File: config.mk
export PLATFORM = sky130hd
export DESIGN_NAME = gray_conv_arbiter
export DESIGN_NICKNAME = d
export VERILOG_FILES = /design/src/rtl/gray_conv_pkg.sv /design/src/rtl/gray_bin_conv.sv /design/src/rtl/gray_conv_arbiter.sv
export SDC_FILE = /design/constraint.sdc
export NUM_CORES = 1
export LEC_CHECK = 0
export ABC_AREA = 0
export BUFFER_PORTS_ARGS = -buffer_cell sky130_fd_sc_hd__buf_2
export CAP_MARGIN = 20
export CORE_UTILIZATION = 45
export DETAILED_ROUTE_END_ITERATION = 16
export GPL_ROUTABILITY_DRIVEN = 0
export GPL_TIMING_DRIVEN = 0
export PLACE_DENSITY = 0.75
export SLEW_MARGIN = 20
export SYNTH_ARGS = -nofsm -noshare
export SYNTH_HDL_FRONTEND = slang
export SYNTH_SLANG_ARGS = --single-unit
File: constraint.sdc
create_clock -name clk -period 2.9 [get_ports clk]
set_input_delay 0.29 -clock clk [delete_from_list [all_inputs] [get_ports clk]]
set_output_delay 0.29 -clock clk [all_outputs]
set_load 0.005 [all_outputs]
File: src/rtl/gray_conv_pkg.sv
// Shared definitions for the Gray/binary conversion arbiter.
//   MODE_B2G / MODE_G2B : per-request conversion direction
//   state_e             : arbiter FSM states
//   rr_pick()           : round-robin search returning {found, idx}
package gray_conv_pkg;

  localparam logic MODE_B2G = 1'b0;
  localparam logic MODE_G2B = 1'b1;

  typedef enum logic [1:0] {
    IDLE = 2'd0,
    CONV = 2'd1,
    OUT  = 2'd2
  } state_e;

  // Fixed search width. Callers zero-extend their request vector, so this
  // supports up to RR_MAX requesters.
  localparam int unsigned RR_MAX   = 32;
  localparam int unsigned RR_IDX_W = 5;

  typedef struct packed {
    logic                found;
    logic [RR_IDX_W-1:0] idx;
  } rr_result_t;

  // First set bit of valid, searching ptr, ptr+1, ... with wrap-around.
  // Bits at and above the caller's requester count are zero, so wrapping
  // modulo RR_MAX visits the real requesters in the same order as wrapping
  // modulo R would.
  function automatic rr_result_t rr_pick(input logic [RR_MAX-1:0]   valid,
                                         input logic [RR_IDX_W-1:0] ptr);
    rr_result_t          res;
    logic [RR_IDX_W-1:0] idx;
    res = '0;
    for (int k = 0; k < RR_MAX; k++) begin
      idx = ptr + RR_IDX_W'(k);
      if (!res.found && valid[idx]) begin
        res.found = 1'b1;
        res.idx   = idx;
      end
    end
    return res;
  endfunction

endpackage

File: src/rtl/gray_bin_conv.sv
// Combinational N-bit binary<->Gray converter.
//   in_i   : word to convert
//   mode_i : MODE_B2G (binary->Gray) or MODE_G2B (Gray->binary)
//   out_o  : converted word
module gray_bin_conv
  import gray_conv_pkg::*;
#(
  parameter int unsigned N = 4
) (
  input  logic [N-1:0] in_i,
  input  logic         mode_i,
  output logic [N-1:0] out_o
);

  always_comb begin
    out_o = '0;
    if (mode_i == MODE_B2G) begin
      out_o = in_i ^ (in_i >> 1);
    end else begin
      // Prefix-XOR from the MSB: bit i is the parity of in_i[N-1:i].
      for (int i = 0; i < N; i++) begin
        out_o[i] = ^(in_i >> i);
      end
    end
  end

endmodule

File: src/rtl/gray_conv_arbiter.sv
// Round-robin arbiter sharing one Gray/binary converter between R requesters.
//   clk, rst        : clock, synchronous active-high reset
//   req_valid/ready : per-requester handshake; req_ready is one-hot in IDLE
//   req_data        : requester r's word at [r*N +: N]
//   req_mode        : per-requester conversion direction
//   out_valid/ready : result handshake
//   out_data/out_id : registered result and winning requester index
//   busy            : high while a transaction is in CONV or OUT
module gray_conv_arbiter
  import gray_conv_pkg::*;
#(
  parameter int unsigned N = 4,
  parameter int unsigned R = 4,
  localparam int unsigned IDW = $clog2(R)
) (
  input  logic           clk,
  input  logic           rst,
  input  logic [R-1:0]   req_valid,
  output logic [R-1:0]   req_ready,
  input  logic [R*N-1:0] req_data,
  input  logic [R-1:0]   req_mode,
  output logic           out_valid,
  input  logic           out_ready,
  output logic [N-1:0]   out_data,
  output logic [IDW-1:0] out_id,
  output logic           busy
);

  state_e           state_q;
  logic [IDW-1:0]   ptr_q;
  logic [N-1:0]     cap_data_q;
  logic             cap_mode_q;
  logic [IDW-1:0]   cap_id_q;
  logic             out_valid_q;
  logic [N-1:0]     out_data_q;
  logic [IDW-1:0]   out_id_q;

  logic [N-1:0]     data_arr [R];
  logic [RR_MAX-1:0] valid_ext;
  rr_result_t       pick;
  logic [IDW-1:0]   grant_idx;
  logic [N-1:0]     conv_out;

  for (genvar r = 0; r < R; r++) begin : g_unpack
    assign data_arr[r] = req_data[r*N +: N];
  end

  always_comb begin
    valid_ext          = '0;
    valid_ext[R-1:0]   = req_valid;
    pick               = rr_pick(valid_ext, RR_IDX_W'(ptr_q));
    grant_idx          = IDW'(pick.idx);
    req_ready          = '0;
    if (state_q == IDLE && pick.found) begin
      req_ready[grant_idx] = 1'b1;
    end
  end

  gray_bin_conv #(
    .N (N)
  ) u_conv (
    .in_i   (cap_data_q),
    .mode_i (cap_mode_q),
    .out_o  (conv_out)
  );

  always_ff @(posedge clk) begin
    if (rst) begin
      state_q     <= IDLE;
      ptr_q       <= '0;
      cap_data_q  <= '0;
      cap_mode_q  <= 1'b0;
      cap_id_q    <= '0;
      out_valid_q <= 1'b0;
      out_data_q  <= '0;
      out_id_q    <= '0;
    end else begin
      unique case (state_q)
        IDLE: begin
          // A found grant always has its req_ready bit set, so this is the accept.
          if (pick.found) begin
            cap_data_q <= data_arr[grant_idx];
            cap_mode_q <= req_mode[grant_idx];
            cap_id_q   <= grant_idx;
            ptr_q      <= (grant_idx == IDW'(R-1)) ? '0 : grant_idx + IDW'(1);
            state_q    <= CONV;
          end
        end
        CONV: begin
          out_data_q  <= conv_out;
          out_id_q    <= cap_id_q;
          out_valid_q <= 1'b1;
          state_q     <= OUT;
        end
        OUT: begin
          if (out_ready) begin
            out_valid_q <= 1'b0;
            state_q     <= IDLE;
          end
        end
        default: state_q <= IDLE;
      endcase
    end
  end

  assign out_valid = out_valid_q;
  assign out_data  = out_data_q;
  assign out_id    = out_id_q;
  assign busy      = (state_q != IDLE);

endmodule

==> flow_metrics.env <==
export IMPL_status="finished, violations left"
export IMPL_violations="setup timing"
export IMPL_post_route_util_pct=65.7
export IMPL_track_usage_pct=22.3
export IMPL_wl_per_cell_um=13.8
export IMPL_dp_hpwl_um=2110
export IMPL_antenna_found_initial=0
export IMPL_drt_vias_per_instance=5.44
export IMPL_synth_top_family_by_area="compound AO/OA/AOI/OAI gates"
export IMPL_yosysTopAreaCell="dfxtp_1"
export IMPL_finalMaxSlewViolations=0
export IMPL_grt_overflow_total=0
export IMPL_clock_skew_ns=0.00123
export IMPL_worstSetupPathType="reg2out"
export IMPL_synth_cells=126
export IMPL_synthesis_area_um2=1160
export IMPL_cp_max_fo=7
export IMPL_drive_gt1_share_pct=45.9
export IMPL_htree_num_levels=1
export IMPL_ys_top_cells_by_area="dfxtp_1 31%, mux2i_1 9.5%, nand2_1 6.8%, mux4_2 5.8%, a21oi_1 4.7%"
export IMPL_worstMarginPinSlew_ns=0.499
export IMPL_synth_area_mux_share_pct=17.6
export IMPL_yosys_cell_types_count=38
export IMPL_place_ws_ns=-0.332
export IMPL_root_buffer="clkbuf_4"
export IMPL_drcViolationCount=0
export IMPL_synth_edff_count=0
export IMPL_routed_wirelength_um=2920
export IMPL_row_count=18
export IMPL_grt_max_degree=11
export IMPL_nNetsFinal=212
export IMPL_synth_top_cell_area_share_pct=31.0
export IMPL_hold_violations=0
export IMPL_total_leakage_power_nw=0.735
export IMPL_drtIter0Drc=28
export IMPL_clockBufferDepth=2
export IMPL_cts_sinks=18
export IMPL_core_region_area_um2=2450
export IMPL_synth_main_ff_cell="dfxtp_1"
export IMPL_rsz0062_at_grt="yes"
export IMPL_reg2reg_depth=12
export IMPL_synthArstFlopShare_pct=0
export IMPL_grt_pass1_wl_um=4530
export IMPL_period_share_pct=102
export IMPL_maxSlewHeadroom_pct=66.7
export IMPL_required_ns=2.61
export IMPL_start_util_pct=47.3
export IMPL_setup_ws_ns=-0.0688
export IMPL_synth_fa_ha_area_share_pct=3.23
export IMPL_synthSimpleGateAreaFrac_pct=18.8
export IMPL_path_clk_slew_ns=0.10
export IMPL_cp_depth=11
export IMPL_cp_num_buf_inv=3
export IMPL_worstPathArrival_ns=2.68
export IMPL_path_cells="buf_6 > inv_4 > ha_4 > mux4_2 > a2111oi_4 > a2bb2oi_2 > nor2_1 > a211o_1 > ha_4 > and2_4 > buf_6"
export IMPL_drtPass1Iterations=4
export IMPL_ff2ff_setup_slack_ns=0.10
export IMPL_fmax_ghz=0.337
export IMPL_cts_tree="yes"
export IMPL_whs_path_depth=2
export IMPL_cpPeakStageDelay_ns=0.38
export IMPL_cts_buffers=3
export IMPL_hp_class="in2reg"
export IMPL_powerDensity_nw_per_um2=1230
export IMPL_n_antenna_cell=0
export IMPL_cpLargestDelayFamily="compound AO/OA/AOI/OAI gates"
export IMPL_yosysSeqAreaShare_pct=31.0
export IMPL_dieArea_um2=2790
export IMPL_vias=1148
export IMPL_clock_latency_ns=0.29
export IMPL_ir_worst_vdd_v=0.000789
export IMPL_synthMostInstantiatedCell="nand2_1"
export IMPL_die_h_um=52.8
export IMPL_postRouteAntennaNets=0
export IMPL_end_kind="primary output"
export IMPL_synth_compound_area_share_pct=20.8
export IMPL_syn_nets=156
export IMPL_port_buffers=38
export IMPL_min_period_ns=2.97
export IMPL_cpMaxStageDelayCell="mux4_2"
export IMPL_ys_top_cells_by_count="21 x nand2_1, 18 x dfxtp_1, 11 x a21oi_1, 11 x mux2i_1, 8 x nor2_1"
export IMPL_avgSynthCellArea_um2=9.22
export IMPL_cp_start_kind="register"
export IMPL_synthXorXnorAreaFrac_pct=3.02
export IMPL_io_pins=39
export IMPL_area_growth_pct=38.9
export IMPL_setup_viol=4
export IMPL_fp_dieW_um=52.8
export IMPL_grt_pass1_vias=1032
export IMPL_ys_ff_latch=18
export IMPL_maxCapViolCount=0
export IMPL_yosysWarnings=0
## registers in the layout, summed over array words and instances, names as in the netlist
register / cells
cap_data_q: 4
cap_id_q: 2
cap_mode_q: 1
out_data: 4
out_id: 2
out_valid: 1
ptr_q: 2
state_q: 2
## timing repair
item                       CTS  global route
cloned                       0             0
pin swaps                    8             1
hold buffers                 0             0
setup endpoints to repair   10             4
resized for setup           18             4
setup buffers               11             3
## cells in the final DEF, fill, tap and decap left out, types with 3 or more instances in the layout
cell      netlist  layout
a21oi_1        11       9
buf_2           0      36
buf_4           0      14
buf_6           1       3
clkbuf_4        0       3
dfxtp_1        18      16
inv_1           6       4
mux2i_1        11      10
mux4_2          3       3
nand2_1        21      21
nor2_1          8       6
o21ai_0         3       3
o221ai_1        5       5
xnor2_1         3       3
## stage by stage
stage	power (mW)	hold slack (ns)	instances	setup TNS, ns	area, µm²
global placement	1.40	0.441	194	-1.56	1390
finish	1.99	0.245	211	-0.202	1610
detailed placement	1.44	0.445	194	-2.15	1390
global route	2.14	0.239	211	-0.734	1610
CTS	1.88	0.234	208	-0.0939	1580
floorplan	1.21	0.384	126	0	1160
## worst register-to-register path: stages, from the launching register on
cell and delay (ns):
dfxtp_2 0.35, buf_6 0.13, buf_4 0.13, mux4_2 0.56
a21o_1 0.24, a21oi_2 0.16, o22ai_1 0.14, a22oi_4 0.19
buf_12 0.14, buf_4 0.10, buf_4 0.16, mux2i_1 0.24
o221ai_1 0.13
## layout make-up
type	instances	area (µm²)
fillers	207	842
flip-flops and latches	18	365
clock buffers	4	36.3
repair buffers	52	308
well taps	30	37.5
multi-input cells	97	800
plain buffers	4	38.8
inverters	6	27.5
## report_power, final
group	switching (mW)	internal [mW]	total, mW
Clock	0.0782	0.0765	0.155
Combinational	0.680	0.776	1.46
Sequential	0.0509	0.329	0.380
Total	0.809	1.18	1.99
## worst paths after layout
path | start | to
hold reg to reg | out_data[3] | out_data[3]
hold / removal | rst | state_q[0]
setup reg to reg | ptr_q[0] | cap_data_q[3]
setup / recovery | ptr_q[0] | req_ready[3]
## logic make-up after synthesis
group,count (synthesis)
adder cells (fa/ha/maj),3
XOR/XNOR,4
AO/OA/AOI/OAI,30
flip-flops,18
buffers and inverters,11
AND/OR/NAND/NOR,45
multiplexers,15
## per-layer routing
layer / part of all wire (%) / GRT usage (%)
met3: 3.4 / 3.19
met5: 0 / 0
met1: 43 / 26.6
met4: 1.4 / 7.46
met2: 52 / 40.3
Power figures use the tool's default switching activity.
